<file path="config.mk">
export PLATFORM = sky130hd
export DESIGN_NAME = mem_bus_arbiter_flat
export DESIGN_NICKNAME = d
export VERILOG_FILES = /design/src/rtl/mem_bus_arbiter_pkg.sv /design/src/rtl/mem_bus_arbiter_if.sv /design/src/rtl/mem_bus_arbiter_arb_watchdog.sv /design/src/rtl/mem_bus_arbiter.sv /design/src/flat_wrapper.sv
export SDC_FILE = /design/constraint.sdc
export NUM_CORES = 1
export LEC_CHECK = 0
export BUFFER_PORTS_ARGS = -buffer_cell sky130_fd_sc_hd__buf_2
export CAP_MARGIN = 20
export CORE_MARGIN = 2
export CORE_UTILIZATION = 25
export CTS_BUF_LIST = sky130_fd_sc_hd__clkbuf_4 sky130_fd_sc_hd__clkbuf_8
export DETAILED_ROUTE_END_ITERATION = 10
export GPL_ROUTABILITY_DRIVEN = 0
export SYNTH_ARGS = -nofsm -noshare
export SYNTH_HDL_FRONTEND = slang
export SYNTH_HIERARCHICAL = 1
export SYNTH_SLANG_ARGS = --single-unit
</file>
<file path="constraint.sdc">
create_clock -name clk -period 1.8 [get_ports clk]
set_clock_uncertainty 0.2 [all_clocks]
set_input_delay 0 -clock clk [delete_from_list [all_inputs] [get_ports clk]]
set_output_delay 0 -clock clk [all_outputs]
set_load 0.1 [all_outputs]
</file>
<file path="src/rtl/mem_bus_arbiter_pkg.sv">
// Shared definitions for the mips32 memory bus arbiter: state encoding,
// byte-lane width and the common register-word constants.
package mem_bus_arbiter_pkg;

   localparam int REG_W = 32;
   typedef logic [REG_W-1:0] reg_bus_t;
   localparam reg_bus_t ZERO_WORD = '0;

   localparam int SEL_W = 4;
   typedef logic [SEL_W-1:0] sel_bus_t;
   localparam sel_bus_t ALL_LANES = 4'b1111;

   typedef enum logic [1:0] {
      IDLE    = 2'b00,
      BUS_MEM = 2'b01,
      BUS_IF  = 2'b10,
      SETTLE  = 2'b11
   } arb_state_e;

endpackage

</file>
<file path="src/rtl/mem_bus_arbiter_if.sv">
// Wishbone-style shared bus between the arbiter (master) and the memory
// slave. stb always mirrors cyc on this bus.
interface mem_bus_arbiter_if #(
   parameter int ADDR_W = 32,
   parameter int DATA_W = 32
);
   import mem_bus_arbiter_pkg::*;

   logic              cyc;
   logic              stb;
   logic              we;
   sel_bus_t          sel;
   logic [ADDR_W-1:0] addr;
   logic [DATA_W-1:0] wdata;
   logic [DATA_W-1:0] rdata;
   logic              ack;

   modport master (
      output cyc, stb, we, sel, addr, wdata,
      input  rdata, ack
   );

   modport slave (
      input  cyc, stb, we, sel, addr, wdata,
      output rdata, ack
   );

endinterface

</file>
<file path="src/rtl/mem_bus_arbiter_arb_watchdog.sv">
// Bus-cycle watchdog for the memory arbiter: counts un-acked cycles of the
// current bus access and flags expiry on the last allowed cycle. Only
// instantiated when MEM_ARB_TIMEOUT_EN is defined.
module arb_watchdog #(
   parameter int TIMEOUT_CYCLES = 255
) (
   input  logic clk,
   input  logic rst,
   input  logic start,
   input  logic active,
   input  logic ack,
   output logic expired
);

   localparam logic [7:0] LIMIT = 8'(TIMEOUT_CYCLES - 1);

   logic [7:0] cnt;

   // Cycle counter: cleared when a bus access is launched, advances while waiting.
   always_ff @(posedge clk) begin
      // NOTE: sequential state uses <= so every flop samples pre-edge values.
      if (rst || start) begin
         cnt <= '0;
      end else if (active && !ack) begin
         cnt <= cnt + 8'd1;
      end
   end

   // A same-cycle ack wins over expiry.
   assign expired = active && !ack && (cnt == LIMIT);

endmodule

</file>
<file path="src/rtl/mem_bus_arbiter.sv">
// Fixed-priority (MEM over IF) arbiter sharing one Wishbone-style bus
// between the fetch and data-memory stages of the mips32 pipeline.
// Optional bus watchdog: define MEM_ARB_TIMEOUT_EN.
module mem_bus_arbiter
   import mem_bus_arbiter_pkg::*;
#(
   parameter int ADDR_W         = 32,
   parameter int DATA_W         = 32,
   parameter int TIMEOUT_CYCLES = 255
) (
   input  logic              clk,
   input  logic              rst,
   input  logic              if_req_i,
   input  logic [ADDR_W-1:0] if_addr_i,
   output logic [DATA_W-1:0] if_rdata_o,
   output logic              if_ack_o,
   input  logic              mem_req_i,
   input  logic              mem_we_i,
   input  sel_bus_t          mem_sel_i,
   input  logic [ADDR_W-1:0] mem_addr_i,
   input  logic [DATA_W-1:0] mem_wdata_i,
   output logic [DATA_W-1:0] mem_rdata_o,
   output logic              mem_ack_o,
   mem_bus_arbiter_if.master bus,
   output logic              stallreq_o,
   output logic              timeout_err_o
);

   if (TIMEOUT_CYCLES < 1 || TIMEOUT_CYCLES > 255) begin : g_bad_timeout
      $error("mem_bus_arbiter: TIMEOUT_CYCLES must be within 1..255");
   end

   arb_state_e        state;
   arb_state_e        state_nxt;
   logic              in_bus;
   logic              launch;
   logic              expire;
   logic              done;
   logic              we_q;
   sel_bus_t          sel_q;
   logic [ADDR_W-1:0] addr_q;
   logic [DATA_W-1:0] wdata_q;

   assign launch = (state == IDLE) && (mem_req_i || if_req_i);
   assign done   = bus.ack || expire;

   // State register.
   always_ff @(posedge clk) begin
      if (rst) begin
         state <= IDLE;
      end else begin
         state <= state_nxt;
      end
   end

   // Next-state logic: MEM wins ties; SETTLE masks a not-yet-dropped request.
   always_comb begin
      // NOTE: default first so no path leaves state_nxt unassigned (no latch).
      state_nxt = state;
      case (state)
         IDLE: begin
            if (mem_req_i) begin
               state_nxt = BUS_MEM;
            end else if (if_req_i) begin
               state_nxt = BUS_IF;
            end
         end
         BUS_MEM, BUS_IF: begin
            if (done) begin
               state_nxt = SETTLE;
            end
         end
         default: state_nxt = IDLE;
      endcase
   end

   // Output decode: bus cycle flags follow the state, stall is purely combinational.
   always_comb begin
      in_bus     = (state == BUS_MEM) || (state == BUS_IF);
      bus.cyc    = in_bus;
      bus.stb    = in_bus;
      stallreq_o = (if_req_i && !if_ack_o) || (mem_req_i && !mem_ack_o);
   end

   // Bus request registers, read-data capture and one-cycle ack pulses.
   always_ff @(posedge clk) begin
      if (rst) begin
         we_q        <= 1'b0;
         sel_q       <= '0;
         addr_q      <= '0;
         wdata_q     <= '0;
         if_rdata_o  <= '0;
         mem_rdata_o <= '0;
         if_ack_o    <= 1'b0;
         mem_ack_o   <= 1'b0;
      end else begin
         if_ack_o  <= 1'b0;
         mem_ack_o <= 1'b0;
         case (state)
            IDLE: begin
               if (mem_req_i) begin
                  we_q    <= mem_we_i;
                  sel_q   <= mem_sel_i;
                  addr_q  <= mem_addr_i;
                  wdata_q <= mem_wdata_i;
               end else if (if_req_i) begin
                  we_q   <= 1'b0;
                  sel_q  <= ALL_LANES;
                  addr_q <= if_addr_i;
               end
            end
            BUS_MEM: begin
               if (done) begin
                  we_q        <= 1'b0;
                  mem_rdata_o <= bus.ack ? bus.rdata : '0;
                  mem_ack_o   <= 1'b1;
               end
            end
            BUS_IF: begin
               if (done) begin
                  we_q       <= 1'b0;
                  if_rdata_o <= bus.ack ? bus.rdata : '0;
                  if_ack_o   <= 1'b1;
               end
            end
            default: ;
         endcase
      end
   end

   assign bus.we    = we_q;
   assign bus.sel   = sel_q;
   assign bus.addr  = addr_q;
   assign bus.wdata = wdata_q;

`ifdef MEM_ARB_TIMEOUT_EN
   logic err_q;

   arb_watchdog #(
      .TIMEOUT_CYCLES(TIMEOUT_CYCLES)
   ) u_watchdog (
      .clk    (clk),
      .rst    (rst),
      .start  (launch),
      .active (in_bus),
      .ack    (bus.ack),
      .expired(expire)
   );

   // Error pulse aligned with the ack issued for an expired access.
   always_ff @(posedge clk) begin
      if (rst) begin
         err_q <= 1'b0;
      end else begin
         err_q <= expire;
      end
   end

   assign timeout_err_o = err_q;
`else
   assign expire        = 1'b0;
   assign timeout_err_o = 1'b0;
`endif

endmodule

</file>
<file path="src/flat_wrapper.sv">
// flat-port wrapper written by rule: the top's interface ports become plain ports
module mem_bus_arbiter_flat import mem_bus_arbiter_pkg::*;
#(
   parameter int ADDR_W         = 32,
   parameter int DATA_W         = 32,
   parameter int TIMEOUT_CYCLES = 255
)
  (clk, rst, if_req_i, if_addr_i, if_rdata_o, if_ack_o, mem_req_i, mem_we_i, mem_sel_i, mem_addr_i, mem_wdata_i, mem_rdata_o, mem_ack_o, stallreq_o, timeout_err_o, bus_cyc, bus_stb, bus_we, bus_sel, bus_addr, bus_wdata, bus_rdata, bus_ack);
  mem_bus_arbiter_if #(.ADDR_W(ADDR_W), .DATA_W(DATA_W)) bus_i ();
  input  logic clk;
  input  logic rst;
  input  logic if_req_i;
  input  logic [ADDR_W-1:0] if_addr_i;
  output logic [DATA_W-1:0] if_rdata_o;
  output logic if_ack_o;
  input  logic mem_req_i;
  input  logic mem_we_i;
  input  sel_bus_t mem_sel_i;
  input  logic [ADDR_W-1:0] mem_addr_i;
  input  logic [DATA_W-1:0] mem_wdata_i;
  output logic [DATA_W-1:0] mem_rdata_o;
  output logic mem_ack_o;
  output logic stallreq_o;
  output logic timeout_err_o;
  output wire logic [$bits(bus_i.cyc)-1:0] bus_cyc;
  output wire logic [$bits(bus_i.stb)-1:0] bus_stb;
  output wire logic [$bits(bus_i.we)-1:0] bus_we;
  output wire logic [$bits(bus_i.sel)-1:0] bus_sel;
  output wire logic [$bits(bus_i.addr)-1:0] bus_addr;
  output wire logic [$bits(bus_i.wdata)-1:0] bus_wdata;
  input wire logic [$bits(bus_i.rdata)-1:0] bus_rdata;
  input wire logic [$bits(bus_i.ack)-1:0] bus_ack;
  assign bus_cyc = bus_i.cyc;
  assign bus_stb = bus_i.stb;
  assign bus_we = bus_i.we;
  assign bus_sel = bus_i.sel;
  assign bus_addr = bus_i.addr;
  assign bus_wdata = bus_i.wdata;
  assign bus_i.rdata = bus_rdata;
  assign bus_i.ack = bus_ack;
  mem_bus_arbiter #(.ADDR_W(ADDR_W), .DATA_W(DATA_W), .TIMEOUT_CYCLES(TIMEOUT_CYCLES)) u_core (.clk(clk), .rst(rst), .if_req_i(if_req_i), .if_addr_i(if_addr_i), .if_rdata_o(if_rdata_o), .if_ack_o(if_ack_o), .mem_req_i(mem_req_i), .mem_we_i(mem_we_i), .mem_sel_i(mem_sel_i), .mem_addr_i(mem_addr_i), .mem_wdata_i(mem_wdata_i), .mem_rdata_o(mem_rdata_o), .mem_ack_o(mem_ack_o), .bus(bus_i), .stallreq_o(stallreq_o), .timeout_err_o(timeout_err_o));
endmodule
</file>
==> results of run 1 <==
cell usage in the layout, fill, tap and decap left out, types with 3 or more instances in the layout:
master         count
dlygate4sd3_1    139
buf_4              4
nor3_1             4
a211oi_2          12
nor2_1            44
and2_1             3
clkbuf_8          17
nand2_1          197
a211oi_1          20
o31ai_1            3
buf_2            271
clkinv_4           3
clkinv_2           5
a21oi_1           97
ha_1               4
buf_12            12
dfxtp_1          136
clkinvlp_4         3
mux2i_1           32
inv_1              3
cell usage after synthesis:
library cell	instances	area, sq um
a211oi_1	20	150
a211oi_2	12	150
a21oi_1	97	485
and2_1	3	18.8
buf_1	1	3.75
buf_2	18	90.1
buf_4	4	30.0
buf_6	4	45.0
clkbuf_1	22	82.6
conb_1	1	3.75
dfxtp_1	137	2740
ha_1	5	62.6
inv_1	4	15.0
mux2i_1	32	320
nand2_1	197	739
nand2b_1	1	6.26
nor2_1	44	165
nor2b_1	2	12.5
nor3_1	4	20.0
nor3b_1	1	7.51
o2111ai_1	2	17.5
o21a_1	1	7.51
o22ai_1	1	6.26
o31ai_1	3	22.5
or3b_1	1	8.76
or4_1	1	7.51
through the flow:
step	hold WS (ns)	utilization, %
2_1_floorplan	-0.0640	-
3_3_place_gp	0.0407	34.2
3_5_place_dp	0.0471	34.2
4_1_cts	0.00216	42.9
5_1_grt	0.0527	43.2
6_report	0.0478	43.2
final timing paths:
path	from	end	slack, ns	cells past startpoint
min	mem_req_i	u_core/state[1]$_SDFFE_PP0P_	0.05	5
max reg2reg	u_core/state[0]$_SDFFE_PP0P_	u_core/bus.we$_SDFFE_PP0P_	0.12	4
max	u_core/state[0]$_SDFFE_PP0P_	u_core/bus.we$_SDFFE_PP0P_	0.12	4
min reg2reg	u_core/if_rdata_o[31]$_SDFFE_PP0P_	u_core/if_rdata_o[31]$_SDFFE_PP0P_	0.25	2
layout make-up:
type	count	area share, %
repair buffers	429	34.9
flip-flops and latches	137	31.2
multi-input cells	428	25.5
well taps	270	3.84
clock buffers	17	2.66
clock inverters	15	1.72
inverters	4	0.171
per-layer routing:
layer	wire length [um]	global-route usage (%)	vias to the layer above	part of all wire [%]
li1	-	-	2844	-
met1	7500	17.9	2601	42
met2	8690	27.9	206	49
met3	1340	4.82	26	7.5
met4	332	5.76	0	1.9
met5	0	0	-	0
power by group:
group / leakage [nW] / switching [mW] / internal [mW]
Clock: 0.192 / 1.27 / 1.23
Combinational: 2.70 / 6.13 / 1.62
Sequential: 1.12 / 0.281 / 3.64
Total: 4.01 / 7.68 / 6.49
repair_timing:
| action | 4_1_cts | 5_1_grt |
|---|---|---|
| gates resized for setup | 1 | 6 |
| endpoints found under the hold margin | 137 | 0 |
| cloned | 0 | 1 |
| hold buffers | 139 | 0 |
| endpoints found under the setup margin | 1 | 17 |
worst max-delay path: stages (launching register included):
cell and delay (ns):
dfxtp_1 0.38, inv_2 0.08, ha_4 0.28, or4_1 0.53, a21oi_1 0.15
flip-flops by register name, summed over array words and instances (netlist names):
| register | flops |
|---|---|
| u_core/bus.we | 1 |
| u_core/if_rdata_o | 32 |
| u_core/mem_rdata_o | 32 |
| u_core/bus.addr | 32 |
| u_core/state | 2 |
| u_core/bus.sel | 4 |
| u_core/mem_ack_o | 1 |
| u_core/bus.wdata | 32 |
| u_core/if_ack_o | 1 |
cell families after synthesis:
group | after synthesis | synth area share (%)
and+or+nand+nor | 254 | 18.9
DFF | 137 | 52.5
AOI/OAI and AO/OA | 136 | 16.1
buffers and inverters | 53 | 5.10
muxes | 32 | 6.13
adders and majority gates | 5 | 1.20
other | 1 | 0.0718
==> results.py, run 1 <==
metrics = {
    "die": {
        "start_util_pct": 25.6,
        "die_w_um": 149,
        "num_rows": 52,
        "die_h_um": 149,
        "design.core.area_sq_um": 20400,
        "die-area_sq_um": 22100,
        "ios": 277,
    },
    "min_path": {
        "hp-class": "input port to flop",
    },
    "route": {
        "viasPerCell": 4.37,
        "drtIter0Drc": 199,
        "first_pass_iters": 4,
        "remaining_drc_errors": 0,
        "via_count": 5677,
        "ant_nets": 0,
        "wl_per_cell_um": 13.7,
        "wirelength_um": 17900,
    },
    "sta": {
        "setup_viol": 0,
        "tns_ns": 0,
        "fin_ws_ns": 0.118,
        "max_clock_freq_ghz": 0.594,
        "finalCritPeriodShare_pct": 93.5,
        "tightestPinTransition_ns": 0.526,
        "hold_violations": 0,
        "rsz0062_at_grt": "no",
        "final.min_clock_period_ns": 1.68,
        "finalMaxSlewViolations": 0,
        "slew_headroom_pct": 65.1,
    },
    "global_routing": {
        "grt_pass1_vias": 5601,
        "antenna_found_initial": 0,
        "grt_overflow": 0,
        "grt_use_total_pct": 15.8,
        "grt_pass1_wl_um": 27700,
        "grt_start_max_net_pins": 61,
    },
    "setup_path": {
        "path_class": "flop to flop",
        "critPathLaunchType": "flop",
        "crit_path_end_kind": "flop",
        "path_max_fanout": 7,
        "cp.arrival_ns": 1.85,
        "required_ns": 1.97,
    },
    "flow_run": {
        "drv_cap": 0,
    },
    "finish": {
        "area_growth_pct": 68.3,
        "n_antenna_cell": 0,
        "multi_input_area_sq_um": 2240,
        "fin_cells": 1300,
        "regArea_sq_um": 2740,
        "fillers": 1984,
        "drive_gt1_share_pct": 32.9,
        "finish.instance_area_sq_um": 8790,
        "fin_nets": 1160,
    },
    "place": {
        "dpl_cell_area_sq_um": 6970,
        "dp_hpwl_um": 11100,
        "place_ws_ns": 0.0920,
        "dp_cells": 1128,
        "io_buffers": 275,
    },
    "clock_tree": {
        "clockRootBuffer": "clkbuf_8",
        "clk_latency_ns": 0.43,
        "cts_tree": "yes",
        "cts_buffers": 17,
        "h-tree-depth": 4,
        "path_clk_slew_ns": 0.08,
        "post-cts-setup-buffers": 0,
        "clockBufferDepth": 2,
        "clock-sinks": 137,
    },
    "yosys": {
        "synth_cell_types": 26,
        "synthCells": 618,
        "yosysSeqAreaShare_pct": 52.5,
        "yosysWarnings": 6,
        "ys_ff_latch": 137,
        "avgSynthCellArea_sq_um": 8.45,
        "synth_nets": 761,
        "netlist_area_sq_um": 5220,
    },
    "power": {
        "peakVddDrop_mv": 0.510,
        "power_mw": 14.2,
        "cellLeakagePower_nw": 4.01,
        "power_density_nw_per_um2": 1610,
    },
    "outcome": {
        "status": "complete, no violations",
    },
}
Power figures use the tool's default switching activity.
==> run 2: changes to the inputs <==
- ABC_AREA: default -> 1
==> run 2 against run 1 <==
Net effect: cell area is 0.20% lower; synthesized cell count is 17% higher; via count is 6.6% higher; critical path type is now flop to primary output; critical endpoint is now bus_cyc.
==> results.py, run 2 <==
metrics = {
    "outcome": {
        "status": "complete, no violations",
    },
    "route": {
        "top_layer": "met4",
        "ant_nets": 0,
        "first_pass_iters": 4,
        "viasPerCell": 4.28,
        "wl_met3_um": 1480,
        "via_count": 6054,
        "wirelength_um": 18500,
        "wl_per_cell_um": 13.1,
        "wl_met1_um": 7400,
        "remaining_drc_errors": 0,
        "drtIter0Drc": 203,
        "met2_length_um": 9200,
    },
    "finish": {
        "drive_gt1_share_pct": 29.0,
        "utilization_pct": 41.9,
        "area_growth_pct": 65.2,
        "layout_commonest_cell": "buf_2",
        "fillers": 2135,
        "n_antenna_cell": 0,
        "finish.instance_area_sq_um": 8770,
        "fin_cells": 1415,
        "fin_nets": 1270,
        "final_cell_mix": "buf_2, nor2_1, dlygate4sd3_1",
    },
    "yosys": {
        "synthCells": 725,
        "netlist.top_cell.by_area": "dfxtp_1",
        "yosysMostFrequentCell": "nor2_1",
        "netlist_area_sq_um": 5310,
        "synthTopCellsByArea": "dfxtp_1, nor2_1, o21ai_0, nand2_1, o21ai_1",
        "synth_cell_types": 23,
        "ys_ff_latch": 137,
        "synth_edf_count": 0,
        "netlist.area_leader.share_pct": 51.6,
        "yosysWarnings": 6,
        "synth_nets": 868,
        "synth_commonest_cells": "nor2_1, dfxtp_1, nand2_1",
        "synthArstFlopShare_pct": 0,
        "avgSynthCellArea_sq_um": 7.32,
        "synthFlopType": "dfxtp_1",
        "yosysSeqAreaShare_pct": 51.6,
    },
    "min_path": {
        "hold_path_startpoint": "rst",
        "worstHoldPathCells": 3,
        "hp-class": "input port to flop",
    },
    "power": {
        "combPwrFrac_pct": 60.1,
        "power_mw": 17.3,
        "p_int_mw": 7.10,
        "power_density_nw_per_um2": 1980,
        "cellLeakagePower_nw": 4.31,
        "pwr-share-seq_pct": 25.2,
        "clkPwrFrac_pct": 14.7,
        "power_switching_share_pct": 59.1,
        "power_switching_mw": 10.2,
        "peakVddDrop_mv": 0.871,
    },
    "place": {
        "dp_hpwl_um": 11600,
        "place_ws_ns": 0.0641,
        "dpl_cell_area_sq_um": 6970,
        "io_buffers": 275,
        "dp_cells": 1243,
    },
    "sta": {
        "final.min_clock_period_ns": 1.69,
        "setup_viol": 0,
        "max_clock_freq_ghz": 0.593,
        "fin_ws_ns": 0.113,
        "finalCritPeriodShare_pct": 93.7,
        "slew_headroom_pct": 64.7,
        "tns_ns": 0,
        "tightestPinTransition_ns": 0.533,
        "holdWs_ns": 0.141,
        "rsz0062_at_grt": "no",
        "finalMaxSlewViolations": 0,
        "hold_violations": 0,
    },
    "global_routing": {
        "antenna_found_initial": 0,
        "grt_overflow": 0,
        "grt_pass1_wl_um": 28800,
        "grt_start_max_net_pins": 86,
        "grt_use_total_pct": 16.2,
        "grt_pass1_vias": 5901,
    },
    "die": {
        "die_w_um": 150,
        "die-area_sq_um": 22400,
        "ios": 277,
        "num_rows": 53,
        "design.core.area_sq_um": 21000,
        "die_h_um": 150,
        "start_util_pct": 25.3,
    },
    "setup_path": {
        "critPathLaunch": "u_core/state[0]$_SDFFE_PP0P_",
        "cp_slowest_stage_delay_ns": 0.36,
        "path_max_fanout": 4,
        "path_class": "flop to primary output",
        "path_cells": "inv_1 -> buf_4 -> ha_4 -> buf_12",
        "cp.arrival_ns": 1.49,
        "reg2regPathDepth": 7,
        "crit_path_end_kind": "primary output",
        "required_ns": 1.60,
        "timing.rr.start": "u_core/state[1]$_SDFFE_PP0P_",
        "reg2reg_slack_ns": 0.18,
        "slowest_stage": "dfxtp_2",
        "critPathLaunchType": "flop",
    },
    "clock_tree": {
        "h-tree-depth": 4,
        "clk_latency_ns": 0.43,
        "path_clk_slew_ns": 0.07,
        "post-cts-setup-buffers": 0,
        "cts_buffers": 17,
        "clock-sinks": 137,
        "cts_tree": "yes",
        "clockBufferDepth": 2,
        "clockRootBuffer": "clkbuf_8",
    },
    "flow_run": {
        "drv_cap": 0,
    },
}
-- run 2: area by class of cell --
cell class	count	area (sq um)	share of cell area, %
timing repair buffer	430	2990	34.0
sequential	137	2740	31.3
clock inverter	11	123	1.40
tap	275	344	3.92
clock buffer	21	277	3.15
multi-input combinational	527	2240	25.5
inverter	14	60.1	0.685
-- run 2: worst max-delay path, delay by kind of cell (launching register included) --
kind	cells	cell delay, ns
adder cells (fa/ha/maj)	1	0.30
buffers and inverters	3	0.40
flip-flops	1	0.36
-- run 2: logic make-up (layout without fill, tap and decap cells) --
group / count (synthesis) / in the layout / share of synthesized area [%]
other: 1 / 1 / 0.0706
AOI/OAI and AO/OA: 139 / 139 / 13.2
adders and majority gates: 5 / 5 / 1.18
buffers and inverters: 61 / 476 / 6.67
DFF: 137 / 137 / 51.6
and+or+nand+nor: 382 / 382 / 27.2
-- run 2: path summary, 6_finish.rpt --
kind / end
worst max register to register: u_core/mem_rdata_o[19]$_SDFFE_PP0P_
worst min-delay path: u_core/state[0]$_SDFFE_PP0P_
worst max-delay path: bus_cyc
worst min register to register: u_core/bus.sel[2]$_SDFFE_PP0P_
-- run 2: per-layer routing --
metal / up-vias / GRT usage (%)
met4: 0 / 6.51
met2: 220 / 29.4
met1: 2721 / 17.2
met3: 27 / 5.37
met5: - / 0
li1: 3086 / -
-- run 2: power by group through the flow --
stage	Combinational [mW]	Clock (mW)	Sequential, mW
finish	10.4	2.55	4.37
global route	10.9	2.79	4.49
CTS	10.5	2.68	4.37
detailed placement	10.2	0	4.44
global placement	10.2	0	4.40
floorplan	2.03	0	10.8
-- run 2: what timing repair did --
item,in CTS,in global routing
hold buffers,140,0
resized for setup,0,3
endpoints found under the hold margin,137,0
setup endpoints to repair,0,38
==> run 3: changes to the inputs <==
- MAX_ROUTING_LAYER: default -> met4
==> run 3 against run 2 <==
Net effect: sequential cell count stayed put; cell area unchanged; sequential share of layout area stayed put; combinational power about the same; critical endpoint unchanged; non-clock buffer count is the same; largest power group unchanged; sequential power about the same; core utilization unchanged; worst hold slack improved by 0.00081 ns.
==> results.py, run 3 (same netlist as run 2, synthesis figures left out) <==
metrics = {
    "outcome": {
        "status": "complete, no violations",
    },
    "sta": {
        "hold_violations": 0,
        "finalCritPeriodShare_pct": 93.7,
        "slew_headroom_pct": 64.7,
        "max_clock_freq_ghz": 0.593,
        "tightestPinTransition_ns": 0.534,
        "rsz0062_at_grt": "no",
        "tns_ns": 0,
        "final.min_clock_period_ns": 1.69,
        "setup_viol": 0,
        "finalMaxSlewViolations": 0,
    },
    "finish": {
        "drive_gt1_share_pct": 29.0,
        "final_cell_mix": "buf_2, nor2_1, dlygate4sd3_1",
        "fillers": 2135,
        "area_growth_pct": 65.2,
        "regArea_sq_um": 2740,
        "multi_input_area_sq_um": 2240,
        "fin_nets": 1270,
        "layout_commonest_cell": "buf_2",
        "n_antenna_cell": 0,
    },
    "setup_path": {
        "slowest_stage": "dfxtp_2",
        "worstPathBufferInverterCount": 3,
        "path_max_fanout": 4,
        "crit_path_end_kind": "primary output",
        "required_ns": 1.60,
        "cp.arrival_ns": 1.49,
        "reg2reg_slack_ns": 0.18,
        "critPathLaunchType": "flop",
        "path_cells": "inv_1 -> buf_4 -> ha_4 -> buf_12",
        "path_class": "flop to primary output",
        "crit_family": "buffers and inverters",
        "cp_slowest_stage_delay_ns": 0.36,
    },
    "power": {
        "power_switching_share_pct": 59.1,
        "power_switching_mw": 10.3,
        "pwr-share-seq_pct": 25.2,
        "power_mw": 17.4,
        "clkPwrFrac_pct": 14.7,
        "combPwrFrac_pct": 60.1,
        "peakVddDrop_mv": 0.872,
        "cellLeakagePower_nw": 4.31,
        "p_int_mw": 7.10,
        "power_density_nw_per_um2": 1980,
    },
    "global_routing": {
        "groute.layer.met1.usage_pct": 17.5,
        "grt_start_max_net_pins": 86,
        "antenna_found_initial": 0,
        "grt_pass1_vias": 5919,
        "grt_overflow": 0,
        "grt_use_total_pct": 16.6,
        "busiest_layer": "met2",
        "grt_pass1_wl_um": 28800,
        "grtUsageMet2_pct": 29.4,
        "met3_usage_pct": 4.73,
    },
    "clock_tree": {
        "clockBufferDepth": 2,
        "cts_buffers": 17,
        "h-tree-depth": 4,
        "clock-sinks": 137,
        "clk_latency_ns": 0.43,
        "path_clk_slew_ns": 0.07,
        "clockRootBuffer": "clkbuf_8",
        "cts_tree": "yes",
    },
    "route": {
        "wirelength_um": 18500,
        "wl_per_cell_um": 13.1,
        "ant_nets": 0,
        "first_pass_iters": 6,
        "drtIter0Drc": 206,
        "remaining_drc_errors": 0,
        "via_count": 6065,
        "viasPerCell": 4.29,
    },
    "die": {
        "ios": 277,
        "num_rows": 53,
        "design.core.area_sq_um": 21000,
        "start_util_pct": 25.3,
        "die-area_sq_um": 22400,
        "die_w_um": 150,
        "die_h_um": 150,
    },
    "place": {
        "io_buffers": 275,
        "dp_hpwl_um": 11600,
    },
    "flow_run": {
        "drv_cap": 0,
    },
    "min_path": {
        "hp-class": "input port to flop",
    },
}
-- run 3: cell counts in the layout (fill, tap and decap cells not counted) --
No cell type changed its count.
-- run 3: path summary, 6_finish.rpt --
kind,from,depth (start not counted),to
hold / removal,rst,3,u_core/state[0]$_SDFFE_PP0P_
setup reg to reg,u_core/state[0]$_SDFFE_PP0P_,7,u_core/if_rdata_o[25]$_SDFFE_PP0P_
hold reg to reg,u_core/bus.sel[2]$_SDFFE_PP0P_,2,u_core/bus.sel[2]$_SDFFE_PP0P_
setup / recovery,u_core/state[0]$_SDFFE_PP0P_,4,bus_cyc
-- run 3: cell type report --
type,count,share of cell area (%)
clock inverters,11,1.40
inverters,14,0.685
clock buffers,21,3.15
well taps,275,3.92
repair buffers,430,34.0
multi-input cells,527,25.5
flip-flops and latches,137,31.3
-- run 3: stage by stage --
step                cells  util (%)  hold WS, ns  area [sq um]  setup slack [ns]
floorplan             725         -       -0.131          5340             0.185
global placement     1243      33.3       0.0417          6970             0.124
detailed placement   1243      33.3       0.0471          6970            0.0641
CTS                  1415      41.8       0.0896          8770            0.0124
global route         1415      41.9        0.135          8770            0.0246
finish               1415      41.9        0.142          8770             0.114
-- run 3: worst min-delay path, cell delays in order --
cell and delay, ns:
dlygate4sd3_1 0.53, buf_2 0.16, a21oi_1 0.05
-- run 3: what timing repair did --
| item | 4_1_cts | 5_1_grt |
|---|---|---|
| endpoints found under the setup margin | 0 | 38 |
| hold buffers | 140 | 0 |
| setup buffers | 0 | 0 |
| gates resized for setup | 0 | 3 |
| hold endpoints to repair | 137 | 0 |
-- run 3: routing by layer --
metal | wire length, um | up-vias
met5 | 0 | -
met4 | 426 | 0
met3 | 1350 | 27
met2 | 9220 | 221
met1 | 7560 | 2730
li1 | - | 3087
-- run 3: power by group through the flow --
stage	sequential, mW	combinational, mW	clock [mW]
after global routing	4.49	10.9	2.79
after detailed placement	4.44	10.2	0
after floorplan	10.8	2.03	0
final	4.37	10.4	2.55
after global placement	4.40	10.2	0
after CTS	4.37	10.5	2.68
